$ cat src/rtl/seven_seg_pkg.sv
// Shared constants and types for the two-digit 7-segment scan controller.
// Segment vectors are packed {g,f,e,d,c,b,a}, active-high unless inverted at the pins.
package seven_seg_pkg;

  localparam int unsigned SEG_W = 7;

  localparam int unsigned SEG_A = 0;
  localparam int unsigned SEG_B = 1;
  localparam int unsigned SEG_C = 2;
  localparam int unsigned SEG_D = 3;
  localparam int unsigned SEG_E = 4;
  localparam int unsigned SEG_F = 5;
  localparam int unsigned SEG_G = 6;

  localparam logic [SEG_W-1:0] SEG_ALL_OFF = 7'h00;

  // Hex glyphs 0..F, lower-case b and d so they differ from 8 and 0
  localparam logic [SEG_W-1:0] HEX_SEG_TABLE [16] = '{
    7'h3F, 7'h06, 7'h5B, 7'h4F, 7'h66, 7'h6D, 7'h7D, 7'h07,
    7'h7F, 7'h6F, 7'h77, 7'h7C, 7'h39, 7'h5E, 7'h79, 7'h71
  };

  typedef enum logic [1:0] {
    IDLE  = 2'd0,
    SHOW  = 2'd1,
    GUARD = 2'd2
  } scan_state_e;

  typedef struct packed {
    logic [3:0] d1;
    logic [3:0] d0;
  } digit_pair_t;

endpackage

$ cat src/rtl/seven_seg_hex_decode.sv
// Combinational hex-to-segment decoder with selectable output polarity.
module seven_seg_hex_decode
  import seven_seg_pkg::*;
#(
  parameter bit SEG_ACTIVE_LOW = 1'b0
) (
  input  logic [3:0]       digit,
  output logic [SEG_W-1:0] seg_c
);

  logic [SEG_W-1:0] lit_c;

  // Table lookup, then place segments in pin order and apply polarity
  always_comb begin
    lit_c = HEX_SEG_TABLE[digit];
    seg_c = {lit_c[SEG_G], lit_c[SEG_F], lit_c[SEG_E], lit_c[SEG_D],
             lit_c[SEG_C], lit_c[SEG_B], lit_c[SEG_A]};
    if (SEG_ACTIVE_LOW) begin
      seg_c = ~seg_c;
    end
  end

endmodule

$ cat src/rtl/seven_seg_scan_ctrl.sv
// Two-digit 7-segment scan controller with frame-aligned load/ack handshake.
// Optional SEG_SCAN_LD_MIRROR_EN adds the o_ld debug LED mirror output.
module seven_seg_scan_ctrl
  import seven_seg_pkg::*;
#(
  parameter int unsigned SCAN_DIV       = 50000,
  parameter int unsigned BLANK_CYCLES   = 16,
  parameter bit          SEG_ACTIVE_LOW = 1'b0
) (
  input  logic             i_clk,
  input  logic             i_rst_n,
  input  logic             i_enable,
  input  logic             i_blank,
  input  logic             i_load,
  input  logic [3:0]       i_digit0,
  input  logic [3:0]       i_digit1,
`ifdef SEG_SCAN_LD_MIRROR_EN
  output logic [SEG_W:0]   o_ld,
`endif
  output logic             o_ack,
  output logic             o_pending,
  output logic [SEG_W-1:0] o_digitalTube,
  output logic             o_sel
);

  localparam int unsigned      CNT_W    = $clog2(SCAN_DIV + 1);
  localparam int unsigned      SHOW_LEN = SCAN_DIV - BLANK_CYCLES;
  localparam logic [CNT_W-1:0] CNT_LAST = CNT_W'(SCAN_DIV - 1);
  localparam logic [CNT_W-1:0] CNT_SHOW = CNT_W'(SHOW_LEN);
  localparam logic [SEG_W-1:0] SEG_OFF  = SEG_ACTIVE_LOW ? ~SEG_ALL_OFF : SEG_ALL_OFF;

  scan_state_e      state_q, state_d;
  logic [CNT_W-1:0] cnt_q, cnt_d;
  logic             sel_q, sel_d;
  logic             was_idle_q;
  digit_pair_t      shadow_q, active_q;
  logic             commit_c;
  logic [3:0]       digit_c;
  logic [SEG_W-1:0] dec_seg_c;
  logic [SEG_W-1:0] seg_d;

  assign digit_c = sel_q ? active_q.d1 : active_q.d0;

  seven_seg_hex_decode #(
    .SEG_ACTIVE_LOW(SEG_ACTIVE_LOW)
  ) u_decode (
    .digit(digit_c),
    .seg_c(dec_seg_c)
  );

  // Slot sequencing, commit decision and next pin values
  always_comb begin
    state_d  = state_q;
    cnt_d    = cnt_q;
    sel_d    = sel_q;
    commit_c = 1'b0;
    seg_d    = SEG_OFF;

    if (!i_enable) begin
      state_d = IDLE;
      cnt_d   = '0;
      sel_d   = 1'b0;
    end else begin
      if (state_q == IDLE) begin
        cnt_d = '0;
        sel_d = 1'b0;
      end else if (cnt_q == CNT_LAST) begin
        cnt_d = '0;
        sel_d = ~sel_q;
      end else begin
        cnt_d = cnt_q + CNT_W'(1);
      end
      state_d = (cnt_d < CNT_SHOW) ? SHOW : GUARD;
    end

    // Frame boundary, or first IDLE cycle so a waiting ack is not stranded
    if (o_pending) begin
      if (state_q == IDLE) begin
        commit_c = !was_idle_q;
      end else begin
        commit_c = (cnt_q == CNT_LAST) && sel_q;
      end
    end

    if ((state_q == SHOW) && !i_blank) begin
      seg_d = dec_seg_c;
    end
  end

  always_ff @(posedge i_clk or negedge i_rst_n) begin
    if (!i_rst_n) begin
      state_q       <= IDLE;
      cnt_q         <= '0;
      sel_q         <= 1'b0;
      was_idle_q    <= 1'b1;
      shadow_q      <= '0;
      active_q      <= '0;
      o_pending     <= 1'b0;
      o_ack         <= 1'b0;
      o_digitalTube <= SEG_OFF;
      o_sel         <= 1'b0;
`ifdef SEG_SCAN_LD_MIRROR_EN
      o_ld          <= {1'b0, SEG_OFF};
`endif
    end else begin
      state_q    <= state_d;
      cnt_q      <= cnt_d;
      sel_q      <= sel_d;
      was_idle_q <= (state_q == IDLE);
      if (i_load) begin
        shadow_q.d1 <= i_digit1;
        shadow_q.d0 <= i_digit0;
      end
      // Commit takes the shadow as it was before any same-cycle load
      if (commit_c) begin
        active_q <= shadow_q;
      end
      o_pending     <= i_load | (o_pending & ~commit_c);
      o_ack         <= commit_c;
      o_digitalTube <= seg_d;
      o_sel         <= sel_q;
`ifdef SEG_SCAN_LD_MIRROR_EN
      o_ld          <= {sel_q, seg_d};
`endif
    end
  end

endmodule

$ cat config.mk
export PLATFORM = sky130hd
export DESIGN_NAME = seven_seg_scan_ctrl
export DESIGN_NICKNAME = d
export VERILOG_FILES = /design/src/rtl/seven_seg_pkg.sv /design/src/rtl/seven_seg_hex_decode.sv /design/src/rtl/seven_seg_scan_ctrl.sv
export SDC_FILE = /design/constraint.sdc
export NUM_CORES = 1
export LEC_CHECK = 0
export ABC_AREA = 1
export CAP_MARGIN = 20
export CORE_UTILIZATION = 45
export CTS_BUF_LIST = sky130_fd_sc_hd__clkbuf_4 sky130_fd_sc_hd__clkbuf_8
export CTS_CLUSTER_DIAMETER = 50
export CTS_CLUSTER_SIZE = 8
export DETAILED_ROUTE_END_ITERATION = 8
export PLACE_DENSITY = 0.72
export SYNTH_ARGS = -nofsm -noshare
export SYNTH_HDL_FRONTEND = slang
export SYNTH_SLANG_ARGS = --single-unit
$ cat constraint.sdc
create_clock -name i_clk -period 1.9 [get_ports i_clk]
set_input_delay 0.57 -clock i_clk [delete_from_list [all_inputs] [get_ports i_clk]]
set_output_delay 0.57 -clock i_clk [all_outputs]
set_load 0.005 [all_outputs]
==> impl_metrics.env, run 1 <==
export IMPL_nets=333
export IMPL_grt_pass1_wl_um=7750
export IMPL_syn_area_um2=2310
export IMPL_synth_top_area_frac=0.486
export IMPL_layout_commonest_cell="nand2_1"
export IMPL_dieArea_um2=5430
export IMPL_hpwlAfterDp_um=3310
export IMPL_cp_start_kind="flip-flop"
export IMPL_ctsHoldBuffers=0
export IMPL_ys_seq_area_frac=0.498
export IMPL_syn_to_final_growth_pct=20.6
export IMPL_ys_ff_latch=46
export IMPL_status="complete, no violations"
export IMPL_synthCells=275
export IMPL_timing_final_crit_share=0.945
export IMPL_drt_total_wl_um=4500
export IMPL_synth_cell_types=32
export IMPL_worst_pin_slew_ps=486
export IMPL_grt_pass1_vias=1680
export IMPL_cap_violations=0
export IMPL_ant_nets=0
export IMPL_end_kind="flip-flop"
export IMPL_synth_ff_type="dfrtp_1"
export IMPL_detail_route_first_pass_iterations=4
export IMPL_portBuffers=22
export IMPL_place_ws_ps=61.8
export IMPL_tritoncts_num_buffers=5
export IMPL_synthesis_nets=294
export IMPL_final_setup_viol_count=0
export IMPL_cts_root_buf="clkbuf_8"
export IMPL_yosysWarnings=0
export IMPL_total_power_uw=2090
export IMPL_clockBufferDepth=2
export IMPL_wl_per_cell_um=11.8
export IMPL_arrival_ps=2040
export IMPL_route_met3_wl_um=194
export IMPL_clock_latency_ps=300
export IMPL_synth_edf_count=0
export IMPL_num_io_pins=23
export IMPL_clock_fmax_mhz=557
export IMPL_vias_per_cell=4.87
export IMPL_htreeDepth=2
export IMPL_setup_ws_ps=105
export IMPL_core_area_um2=4850
export IMPL_fin_area_um2=2790
export IMPL_drt_met1_wl_um=2230
export IMPL_power_density_nw_per_um2=750
export IMPL_netlist_top_cells_area="dfrtp_1 49%, nand2_1 11%, nor2_1 6.3%, inv_1 5.5%, nand3_1 4.1%"
export IMPL_top_layer="met4"
export IMPL_initialDrtViolationCount=149
export IMPL_grt_usage=0.192
export IMPL_antenna_diode_count=0
export IMPL_drive_gt1_frac=0.143
export IMPL_critPathMaxFanout=8
export IMPL_report_final_slew_viol_count=0
export IMPL_clkSinkCount=46
export IMPL_finClkSkew_ps=8.63
export IMPL_hold_violations=0
export IMPL_async_flop_share=1.00
export IMPL_rows=25
export IMPL_relSlewSlack=0.676
export IMPL_required_ps=2150
export IMPL_vdd_drop_max_v=0.000460
export IMPL_synth_top_area_cell="dfrtp_1"
export IMPL_overflow=0
export IMPL_fin_crit_ps=1790
export IMPL_fin_cells=382
export IMPL_wl_met2_um=2010
export IMPL_placed_cell_area_um2=2660
export IMPL_post_place_cells=370
export IMPL_grt_max_degree=24
export IMPL_place_congestion=0.947
export IMPL_antenna_found_initial=0
export IMPL_path_class="flip-flop to flip-flop"
export IMPL_via_count=1862
export IMPL_p_leak_uw=0.00128
export IMPL_syn_avg_cell_area_um2=8.42
export IMPL_remaining_drc_errors=0
export IMPL_die_y_um=73.7
export IMPL_final_cell_mix="65 x nand2_1, 45 x dfrtp_1, 37 x nor2_1"
export IMPL_initial_utilization=0.477
export IMPL_dieWidth_um=73.7
export IMPL_holdCritPathClass="input pin to async pin"
export IMPL_clk_pin_slew_worst_paths_ps=90
export IMPL_cts_tree="yes"
==> logic make-up after synthesis <==
| kind of cell | share of synthesized area |
|---|---|
| buf+inv | 0.0708 |
| flops | 0.498 |
| fa+ha+maj | 0.0324 |
| simple gates | 0.274 |
| compound gates | 0.102 |
| xor+xnor | 0.00378 |
| mux | 0.0195 |
==> area by class of cell <==
| class | instances | area, um^2 |
|---|---|---|
| inverters | 35 | 131 |
| well taps | 67 | 83.8 |
| flip-flops and latches | 46 | 1150 |
| clock buffers | 5 | 68.8 |
| fillers | 441 | 2060 |
| repair buffers | 36 | 324 |
| clock inverters | 3 | 25.0 |
| multi-input cells | 190 | 1010 |
==> path summary, 6_finish.rpt <==
kind	startpoint	endpoint	slack, ps	depth (start not counted)
worst max-delay path	cnt_q[0]$_DFF_PN0_	active_q[2]$_DFFE_PN0P_	110	9
worst min-delay path	i_rst_n	o_pending$_DFF_PN0_	220	1
worst max register to register	cnt_q[0]$_DFF_PN0_	active_q[2]$_DFFE_PN0P_	110	9
worst min register to register	state_q[1]$_DFF_PN0_	was_idle_q$_DFF_PN1_	430	1
max in group asynchronous	i_rst_n	cnt_q[14]$_DFF_PN0_	1120	2
min in group i_clk	state_q[1]$_DFF_PN0_	was_idle_q$_DFF_PN1_	430	1
==> power breakdown <==
group | internal (uW) | switching (uW)
combinational | 183 | 205
clock | 266 | 359
sequential | 1050 | 28.8
total | 1500 | 592
==> registers in the layout, summed over array words and instances, names as in the netlist <==
signal / flops
shadow_q: 8
active_q: 8
o_ack: 1
state_q: 2
was_idle_q: 1
o_digitalTube: 7
o_pending: 1
cnt_q: 16
sel_q: 1
o_sel: 1
==> through the flow <==
stage / hold slack [ps] / setup TNS, ps / util
detailed placement: 428 / 0 / 0.548
finish: 215 / 0 / 0.576
global placement: 429 / 0 / 0.548
global route: 250 / -5.97 / 0.576
floorplan: 274 / 0 / -
CTS: 234 / 0 / 0.567
==> synth_stat cells (3+ instances only) <==
| cell type | instances |
|---|---|
| ha_1 | 6 |
| nor2_1 | 39 |
| mux2_2 | 4 |
| nand3_1 | 19 |
| inv_1 | 34 |
| nand2_1 | 65 |
| a211oi_1 | 3 |
| o211ai_1 | 3 |
| o21a_1 | 4 |
| o21ai_2 | 4 |
| a21oi_1 | 8 |
| o21ai_0 | 7 |
| nor3_1 | 6 |
| dfrtp_1 | 45 |
| nand4_1 | 6 |
==> repair_timing <==
item	4_1_cts	5_1_grt
setup endpoints to repair	0	10
gates resized for setup	0	5
setup buffers	0	4
==> layer usage <==
metal	track usage	vias up
li1	-	960
met1	0.272	853
met2	0.284	43
met3	0.0425	6
met4	0.0748	0
met5	0	-
==> worst max-delay path, stage by stage (launching register included) <==
cell,delay [ps]
dfrtp_1,400
ha_2,240
nand3_2,120
nor2_2,170
nand2_2,110
o21ai_4,170
nand2_4,90
nor2_8,160
buf_6,160
o21a_1,120
Note: power is estimated with default switching activity, not from simulation.
==> run 2: changes to the inputs <==
--- a/config.mk
+++ b/config.mk
@@ -7,11 +7,13 @@
 export LEC_CHECK = 0
 export ABC_AREA = 1
 export CAP_MARGIN = 20
+export CORE_ASPECT_RATIO = 0.9
 export CORE_UTILIZATION = 45
 export CTS_BUF_LIST = sky130_fd_sc_hd__clkbuf_4 sky130_fd_sc_hd__clkbuf_8
 export CTS_CLUSTER_DIAMETER = 50
 export CTS_CLUSTER_SIZE = 8
 export DETAILED_ROUTE_END_ITERATION = 8
+export GPL_TIMING_DRIVEN = 1
 export PLACE_DENSITY = 0.72
 export SYNTH_ARGS = -nofsm -noshare
 export SYNTH_HDL_FRONTEND = slang
==> run 2 against run 1 <==
First-iteration DRC count grew 2.7%; sequential share of layout area about the same; global-route usage shrank 0.76 points; clock skew is 4.0 ps higher; worst hold slack worse by 33 ps; clock power rose by 2%; sequential power barely moved; register-to-register slack barely moved; core utilization down 0.57 points; final cell count is 0.79% lower; power is 1.1% higher.
==> impl_metrics.env, run 2 (synthesized netlist as in run 1, its figures left out) <==
export IMPL_end_kind="flip-flop"
export IMPL_grt_usage=0.184
export IMPL_status="complete, no violations"
export IMPL_via_count=1872
export IMPL_cp_slowest_cell="dfrtp_1"
export IMPL_path_class="flip-flop to flip-flop"
export IMPL_cts_root_buf="clkbuf_8"
export IMPL_remaining_drc_errors=0
export IMPL_antenna_found_initial=0
export IMPL_clk_pin_slew_worst_paths_ps=100
export IMPL_tritoncts_num_buffers=5
export IMPL_ant_nets=0
export IMPL_timing_final_crit_share=0.950
export IMPL_drive_gt1_frac=0.134
export IMPL_die_y_um=70.0
export IMPL_cap_violations=0
export IMPL_nets=332
export IMPL_cts_tree="yes"
export IMPL_reg_largest_list="cnt_q (16), active_q (8), shadow_q (8)"
export IMPL_clkSinkCount=46
export IMPL_detail_route_first_pass_iterations=4
export IMPL_top_register="cnt_q"
export IMPL_portBuffers=22
export IMPL_initialDrtViolationCount=153
export IMPL_fin_crit_ps=1810
export IMPL_rr_worst_depth=9
export IMPL_cp_start_kind="flip-flop"
export IMPL_syn_to_final_growth_pct=20.5
export IMPL_place_congestion=0.893
export IMPL_wl_per_cell_um=11.8
export IMPL_hpwlAfterDp_um=3270
export IMPL_worst_pin_slew_ps=412
export IMPL_vias_per_cell=4.94
export IMPL_relSlewSlack=0.725
export IMPL_clockBufferDepth=2
export IMPL_finClkSkew_ps=12.6
export IMPL_antenna_diode_count=0
export IMPL_power_density_nw_per_um2=759
export IMPL_vdd_drop_max_v=0.000473
export IMPL_crit_chain="ha_2, nand3_2, nor2_2, nand2_2, o21ai_4, nand2_4, nor2_4, nand2_1, o21ai_2"
export IMPL_hold_violations=0
export IMPL_grt_max_degree=30
export IMPL_dieArea_um2=5440
export IMPL_required_ps=2140
export IMPL_clock_latency_ps=310
export IMPL_grt_pass1_vias=1688
export IMPL_worst_path_stages=9
export IMPL_p_leak_uw=0.00128
export IMPL_fin_area_um2=2790
export IMPL_report_final_slew_viol_count=0
export IMPL_arrival_ps=2050
export IMPL_drt_total_wl_um=4490
export IMPL_critPathMaxFanout=8
export IMPL_htreeDepth=2
export IMPL_final_cell_mix="65 x nand2_1, 45 x dfrtp_1, 39 x nor2_1"
export IMPL_slowest_delay_ps=410
export IMPL_dieWidth_um=77.6
export IMPL_placed_cell_area_um2=2660
export IMPL_ctsHoldBuffers=0
export IMPL_num_io_pins=23
export IMPL_clock_fmax_mhz=554
export IMPL_critPathBufInv=0
export IMPL_largest_reg_flops=16
export IMPL_cp_top_family="simple AND/OR/NAND/NOR gates"
export IMPL_fillCellCount=439
export IMPL_holdCritPathClass="input pin to async pin"
export IMPL_final_setup_viol_count=0
export IMPL_utilization=0.570
export IMPL_overflow=0
export IMPL_layout_commonest_cell="nand2_1"
export IMPL_core_area_um2=4890
export IMPL_initial_utilization=0.473
export IMPL_rows=24
export IMPL_grt_pass1_wl_um=7770
run 2: changes by cell type in the layout (fill, tap and decap cells not counted):
cell,change
buf_6,-1
nor2_2,-2
clkinv_4,-1
nor2_1,+2
buf_12,+1
nor2_4,+1
clkinvlp_4,-1
inv_6,+2
buf_4,-2
run 2: repair_timing:
item,4_1_cts,5_1_grt
gates resized for setup,0,1
hold endpoints to repair,0,0
endpoints found under the setup margin,0,11
buffers inserted,0,3
run 2: layer usage:
layer,part of all wire,vias to the layer above,track usage
met4,0.016,0,0.0650
met3,0.038,7,0.0431
met5,0,-,0
met2,0.45,38,0.272
li1,-,961,-
met1,0.49,866,0.263
run 2: per-stage QoR:
step                      setup WS [ps]  TNS (ps)  instances  hold slack, ps  power (uW)
after global routing              -20.9     -33.0        379             205        2250
after CTS                          7.75         0        375             196        2120
after floorplan                     262         0        275             274        1320
after global placement              146         0        367             468        1470
after detailed placement           41.5         0        367             482        1480
final                              94.8         0        379             182        2120
run 2: report_power, final:
part | internal [uW] | total [uW] | switching [uW]
Sequential | 1050 | 1080 | 31.2
Clock | 273 | 639 | 366
Combinational | 184 | 395 | 211
Total | 1510 | 2120 | 608
run 2: path summary, 6_finish.rpt:
check	slack, ps	to	from
max in group asynchronous	1160	was_idle_q$_DFF_PN1_	i_rst_n
max	90	active_q[3]$_DFFE_PN0P_	cnt_q[0]$_DFF_PN0_
min	180	o_digitalTube[6]$_DFF_PN0_	i_rst_n
min reg2reg	510	active_q[1]$_DFFE_PN0P_	active_q[1]$_DFFE_PN0P_
max reg2reg	90	active_q[3]$_DFFE_PN0P_	cnt_q[0]$_DFF_PN0_
min in group i_clk	510	active_q[1]$_DFFE_PN0P_	active_q[1]$_DFFE_PN0P_
run 2: cell type report:
cell class	instances	area, um^2	share of cell area
clock buffers	5	68.8	0.0247
well taps	65	81.3	0.0291
inverters	35	131	0.0471
repair buffers	34	318	0.114
clock inverters	3	26.3	0.00942
multi-input cells	191	1010	0.363
flip-flops and latches	46	1150	0.413
